--- config.mk ---
export PLATFORM = sky130hd
export DESIGN_NAME = ps2_keys_lr
export DESIGN_NICKNAME = d
export VERILOG_FILES = /design/src/rtl/ps2_keys_lr.sv
export SDC_FILE = /design/constraint.sdc
export NUM_CORES = 1
export LEC_CHECK = 0
export CAP_MARGIN = 20
export CORE_MARGIN = 10
export CORE_UTILIZATION = 25
export CTS_BUF_LIST = sky130_fd_sc_hd__clkbuf_4
export DETAILED_ROUTE_END_ITERATION = 12
export HOLD_SLACK_MARGIN = 0.03
export PLACE_DENSITY = 0.48
export SYNTH_ARGS = -nofsm -noshare
export SYNTH_HDL_FRONTEND = slang
export SYNTH_SLANG_ARGS = --single-unit
export TNS_END_PERCENT = 30
--- constraint.sdc ---
create_clock -name clk -period 5.3 [get_ports clk]
set_input_delay 0.795 -clock clk [delete_from_list [all_inputs] [get_ports clk]]
set_output_delay 0.795 -clock clk [all_outputs]
set_load 0.02 [all_outputs]
--- src/rtl/ps2_keys_lr.sv ---
// PS/2 keyboard front end: deframes scan codes and tracks held
// Left/Right arrow and A/D keys as left/right level outputs.
module ps2_keys_lr #(
   parameter int TIMEOUT_CYCLES = 50000,
   parameter int TO_W           = 16
) (
   input  logic       clk,
   input  logic       reset,
   input  logic       ps2_clk,
   input  logic       ps2_data,
   output logic       left,
   output logic       right,
   output logic [7:0] scan_code,
   output logic       byte_valid,
   output logic       frame_err
);

   typedef enum logic [1:0] {
      IDLE,
      DATA,
      PARITY,
      STOP
   } state_t;

   localparam logic [TO_W-1:0] TO_LAST = TO_W'(TIMEOUT_CYCLES - 1);

   logic [1:0]      clk_sync;
   logic [1:0]      dat_sync;
   logic            clk_prev;
   logic            fe;
   logic            din;

   state_t          state;
   logic [3:0]      bit_cnt;
   logic [7:0]      shreg;
   logic            par;
   logic [TO_W-1:0] to_cnt;
   logic            to_hit;

   logic ext, brk;
   logic k_la, k_ra, k_a, k_d;
   logic nx_ext, nx_brk;
   logic nx_la, nx_ra, nx_a, nx_d;

   always_ff @(posedge clk or negedge reset) begin
      if (!reset) begin
         clk_sync <= 2'b11;
         dat_sync <= 2'b11;
         clk_prev <= 1'b1;
      end else begin
         clk_sync <= {clk_sync[0], ps2_clk};
         dat_sync <= {dat_sync[0], ps2_data};
         clk_prev <= clk_sync[1];
      end
   end

   assign fe     = clk_prev & ~clk_sync[1];
   assign din    = dat_sync[1];
   assign to_hit = (to_cnt == TO_LAST);

   always_ff @(posedge clk or negedge reset) begin
      if (!reset) begin
         state      <= IDLE;
         bit_cnt    <= '0;
         shreg      <= '0;
         par        <= 1'b0;
         to_cnt     <= '0;
         scan_code  <= 8'h00;
         byte_valid <= 1'b0;
         frame_err  <= 1'b0;
      end else begin
         byte_valid <= 1'b0;
         frame_err  <= 1'b0;

         // Idle or just-seen edge keeps the watchdog at zero
         if (state == IDLE || fe || to_hit)
            to_cnt <= '0;
         else
            to_cnt <= to_cnt + 1'b1;

         if (state != IDLE && !fe && to_hit) begin
            state     <= IDLE;
            frame_err <= 1'b1;
         end else if (fe) begin
            unique case (state)
               IDLE: begin
                  if (!din) begin
                     state   <= DATA;
                     bit_cnt <= '0;
                  end
               end
               DATA: begin
                  shreg   <= {din, shreg[7:1]};
                  bit_cnt <= bit_cnt + 4'd1;
                  if (bit_cnt == 4'd7)
                     state <= PARITY;
               end
               PARITY: begin
                  par   <= din;
                  state <= STOP;
               end
               STOP: begin
                  state <= IDLE;
                  if (din && (^{shreg, par})) begin
                     scan_code  <= shreg;
                     byte_valid <= 1'b1;
                  end else begin
                     frame_err <= 1'b1;
                  end
               end
            endcase
         end
      end
   end

   always_comb begin
      nx_ext = ext;
      nx_brk = brk;
      nx_la  = k_la;
      nx_ra  = k_ra;
      nx_a   = k_a;
      nx_d   = k_d;
      if (byte_valid) begin
         unique case (scan_code)
            8'hE0: nx_ext = 1'b1;
            8'hF0: nx_brk = 1'b1;
            default: begin
               if (ext && scan_code == 8'h6B)
                  nx_la = !brk;
               if (ext && scan_code == 8'h74)
                  nx_ra = !brk;
               if (!ext && scan_code == 8'h1C)
                  nx_a = !brk;
               if (!ext && scan_code == 8'h23)
                  nx_d = !brk;
               nx_ext = 1'b0;
               nx_brk = 1'b0;
            end
         endcase
      end else if (frame_err) begin
         nx_ext = 1'b0;
         nx_brk = 1'b0;
      end
   end

   always_ff @(posedge clk or negedge reset) begin
      if (!reset) begin
         ext   <= 1'b0;
         brk   <= 1'b0;
         k_la  <= 1'b0;
         k_ra  <= 1'b0;
         k_a   <= 1'b0;
         k_d   <= 1'b0;
         left  <= 1'b0;
         right <= 1'b0;
      end else begin
         ext   <= nx_ext;
         brk   <= nx_brk;
         k_la  <= nx_la;
         k_ra  <= nx_ra;
         k_a   <= nx_a;
         k_d   <= nx_d;
         left  <= nx_la | nx_a;
         right <= nx_ra | nx_d;
      end
   end

endmodule

* Yosys cells after proc, flatten, opt, wreduce, memory -nomap -nowiden
Index checks and enable logic that the tools add are counted.
** Storage, ports and cells
- Register bits :: 54
- Bits of input ports :: 4
- Logic and storage cells :: 101
** Cells by class
- $add $sub $neg :: 2
- Equal/unequal tests :: 16
- Multiplexer cells :: 33
- Bitwise logic cells :: 5
- Reductions and logical operators :: 26
** Operators with widths (number)
- 1-bit 2-to-1 mux :: 23
- 16-bit by 1-bit adder with 16-bit output, second input constant :: 1
- 16-bit equality test, second input constant :: 1
- 8-bit by 7-bit equality test with 1-bit output, second input constant :: 2
- 8-bit equality test, second input constant :: 2
- 16-bit 2-to-1 mux :: 1
- 3-bit AND reduction :: 3
- 9-bit XOR reduction :: 1
- 8-bit by 5-bit equality test with 1-bit output, second input constant :: 1
- 8-bit by 6-bit equality test with 1-bit output, second input constant :: 1
- 2-bit 2-to-1 mux :: 4
- 2-bit one-hot mux with 4 select lines :: 1
- 4-bit one-hot mux with 2 select lines :: 1
- 4-bit AND reduction :: 2
- 2-bit nonzero test :: 4
- 1-bit logical AND :: 7
- 2-bit != test, second input constant :: 3
- 4-bit by 1-bit adder with 4-bit output, second input constant :: 1
- 2-bit equality test, second input constant :: 2
- 4-bit by 3-bit equality test with 1-bit output, second input constant :: 1
- 4-bit 2-to-1 mux :: 1
- 1-bit one-hot mux with 2 select lines :: 2
- 2-bit AND reduction :: 2
- 1-bit logical NOT :: 3
- other kinds (9) :: 12

* Depth between registers and ports, before layout
- Depth in word-level cells :: 7
- Gate-level depth with buffers :: 7
- Mapped depth without buffers :: 6

* Least setup slack after synthesis
No wires, ideal clock.
- Path type :: flip-flop to flip-flop
- From :: reg shreg[1]
- To :: reg scan_code[0]
- Library setup time :: 0.125 ns
- Arrival time :: 1.683 ns
- Required time :: 5.175 ns
- Path slack :: 3.492 ns
- Stages on the path, launching flop included :: 5
- Period minus slack after synthesis :: 1.808 ns
- Cells stage by stage :: dfrtp_1 -> xor2_1 -> xnor3_2 -> mux2i_4 -> mux2_2
** On the way
- Cells in the longest elaborated chain, start to end :: 3
** Ends and longest elaborated chain
- from (decl) :: line 35 : logic [7:0] shreg;
- from (signal assigned) :: line 93 : shreg <= {din, shreg[7:1]};
- 9-bit XOR reduction :: line 104 : if (din && (^{shreg, par})) begin
- 1-bit logical AND :: line 104
- 4-bit AND reduction (no line)
- to (signal assigned) :: line 105 : scan_code <= shreg;
- to (decl) :: line 13 : output logic [7:0] scan_code,
Every way passes these cells.
A chain may end at the register's enable or synchronous reset.

* Worst setup path after layout
- From :: reg scan_code[3]
- To :: out scan_code[3]
No word-level cell between the ends.

==> metrics <==
min Tclk post-route=2.28 ns; Site Rows=37; Vias=1,722; Finished Layout Cells=387; Post-synth EDFFs=0; FFs w/ async S/R, synth=100%; WS Path Type=register to output pin; first-pass GRT wire length=8600 um; DRT antenna net count=0; 1st-pass router iterations=4; final hold viol count=0; register area share after synthesis=51.9%; Net Switching=418 uW; clock power share=18.4%; Final Instance Area=0.00299 sq mm; run status=finished clean; met3 routed WL=237 um; crit path capture type=output pin; Yosys reg bits=54; Pins Over Slew Limit=0; max-cap violation count=0; Mean Syn Cell Area=11.3 sq um; CORE AREA=0.0103 sq mm; final setup vio count=0; top sig layer=met4; post-CTS setup buffer count=0; Cell variety after synth=44; Power Density=406 mW/mm^2; multi-input combinational cell area=0.00119 sq mm; largest net degree at the start of global routing=55; WL/cell=12.7 um; Die H=122 um; critical path fanouts, max=7; Worst IR Drop VDD=0.153 mV; I/O pin count=16; Area growth syn-to-layout=14.3%; max incr delay on CP=0.64 ns; root buffer cell=clkbuf_4; placed cells=380; Slew HR=53.7%; crit path buf inv count=1; layout cell share with drive strength beyond 1=16.7%; Die ar.=0.0150 sq mm; Setup crit start kind=register; Max Clock Skew=0.0125 ns; mux cell area share after synthesis=10.2%; initial antenna violation count=0; largest family of logic cells by synthesized area=simple AND/OR/NAND/NOR gates; post-DP HPWL=3380 um; CTS hold repair buffers=0; Combinational Power Share=34.6%; clock latency on the worst-skew pair=0.36 ns; met2 wire len=2160 um; Placed Area=0.00292 sq mm; delay-heaviest family, CP=buffers and inverters; fillcell total=1,061; Tightest Pin Transition=0.694 ns; mapped cell area=0.00262 sq mm; TritonCTS clock tree=done; CP max stage cell=clkdlybuf4s50_1; Worst EP required=4.51 ns; Final Total Pwr=1210 uW; Net Count, Synth=242; Vias/cell=4.45; Min-Delay Path Class=register to register; clk sinks=54; fin crit share=43.1%; CTS H-tree lvls=2; Adder-Cell Fraction of Synth Area=2.87%; CP Cell Sequence=clkdlybuf4s50_1; Initial Util=25.5%; most common cell after layout, fill and taps aside=dfrtp_1; DRC violations left=0; xor and xnor area share after synthesis=7.46%; Nets=261; sequential share of power=47.0%; YS warnings=0; GR Overflow Total=0; drt initial violations=153; clock transition at the registers of the reported paths=0.16 ns; Synth Area in Compound Gates=5.93%; CTS max path bufs=2; # resized after CTS=0; Num CTS Buffers=5; GRT Total Usage=6.90%; setup TNS=0 ns; WL final=4920 um; vias in the first global route=1,702; post-synthesis simple-gate area fraction=18.9%; most frequent cells in the layout=dfrtp_1, nor2_1, mux2_2; RSZ-0062 raised after global routing=false; Pleak=0.00127 uW; Max Clock Freq=438 MHz; wl on met1=2460 um; hold slack final=0.368 ns; crit path DAT=1.49 ns; switch share=34.4%; gpl congestion=0.742; P_int=796 uW; cells after synthesis=232; port buffer count=15; storage element area=0.00136 sq mm; Primary FF master, synth=dfrtp_1; Ant. Diodes=0; die width=122 um
-- power groups by stage --
stage	Combinational [uW]	Sequential (uW)	Clock [uW]
floorplan	323	573	0
global placement	423	580	0
detailed placement	426	580	0
CTS	428	571	234
global route	478	586	248
finish	420	570	224
-- Yosys cell counts (2+ instances only) --
cell / n / area [sq um]
a21oi_1: 7 / 35.0
a31oi_1: 2 / 12.5
and3_1: 3 / 18.8
clkbuf_1: 3 / 11.3
dfrtp_1: 49 / 1230
dfstp_2: 5 / 131
ha_1: 6 / 75.1
inv_1: 14 / 52.6
mux2_2: 19 / 214
mux2i_1: 3 / 30.0
nand2_1: 14 / 52.6
nand2b_1: 3 / 18.8
nand3_1: 11 / 55.1
nand3b_1: 2 / 15.0
nand4_1: 3 / 18.8
nand4b_1: 4 / 35.0
nor2_1: 19 / 71.3
nor2b_1: 2 / 12.5
nor3_1: 6 / 30.0
nor4_1: 5 / 31.3
nor4_2: 2 / 25.0
nor4bb_1: 2 / 20.0
o21ai_0: 5 / 25.0
o221ai_1: 2 / 17.5
o31ai_1: 2 / 15.0
or2_2: 4 / 25.0
or4_1: 3 / 22.5
xnor2_1: 12 / 105
xor2_1: 5 / 43.8
-- state kept, by name (all words and copies together) (netlist names), 2 cells and up --
| name | count |
|---|---|
| state | 2 |
| dat_sync | 2 |
| bit_cnt | 4 |
| scan_code | 8 |
| clk_sync | 2 |
| shreg | 8 |
| to_cnt | 16 |
-- logic make-up after synthesis --
group	count (synthesis)
buf+inv	18
mux	23
compound gates	24
fa+ha+maj	6
flops	54
simple gates	88
xor+xnor	19
-- final timing paths --
path,start,end,slack (ns),depth (start not counted)
worst min-delay path,clk_sync[0]$_DFF_PN1_,clk_sync[1]$_DFF_PN1_,0.37,0
min in group asynchronous,reset,shreg[1]$_DFFE_PN0P_,0.53,2
worst max register to register,shreg[1]$_DFFE_PN0P_,scan_code[5]$_DFFE_PN0P_,3.33,4
max in group asynchronous,reset,to_cnt[8]$_DFF_PN0_,4.30,2
worst min register to register,clk_sync[0]$_DFF_PN1_,clk_sync[1]$_DFF_PN1_,0.37,0
worst max-delay path,scan_code[3]$_DFFE_PN0P_,scan_code[3],3.02,1
-- cell type report --
cell class | instances | area share, %
clock inverter | 2 | 1.13
multi-input combinational | 160 | 39.7
tap | 136 | 5.69
timing repair buffer | 16 | 5.10
clock buffer | 5 | 1.25
inverter | 14 | 1.76
sequential | 54 | 45.4
-- per-layer routing --
layer / track usage, % / vias up
li1: - / 860
met1: 9.06 / 829
met2: 10.7 / 29
met3: 1.93 / 4
met4: 2.43 / 0
met5: 0 / -
-- metrics by stage --
| step | worst slack [ns] | utilization, % |
|---|---|---|
| finish | 3.02 | 29.1 |
| detailed placement | 3.32 | 28.4 |
| floorplan | 3.49 | - |
| global route | 2.90 | 29.1 |
| global placement | 3.32 | 28.4 |
| CTS | 2.98 | 29.1 |
Note: power is estimated with default switching activity, not from simulation.
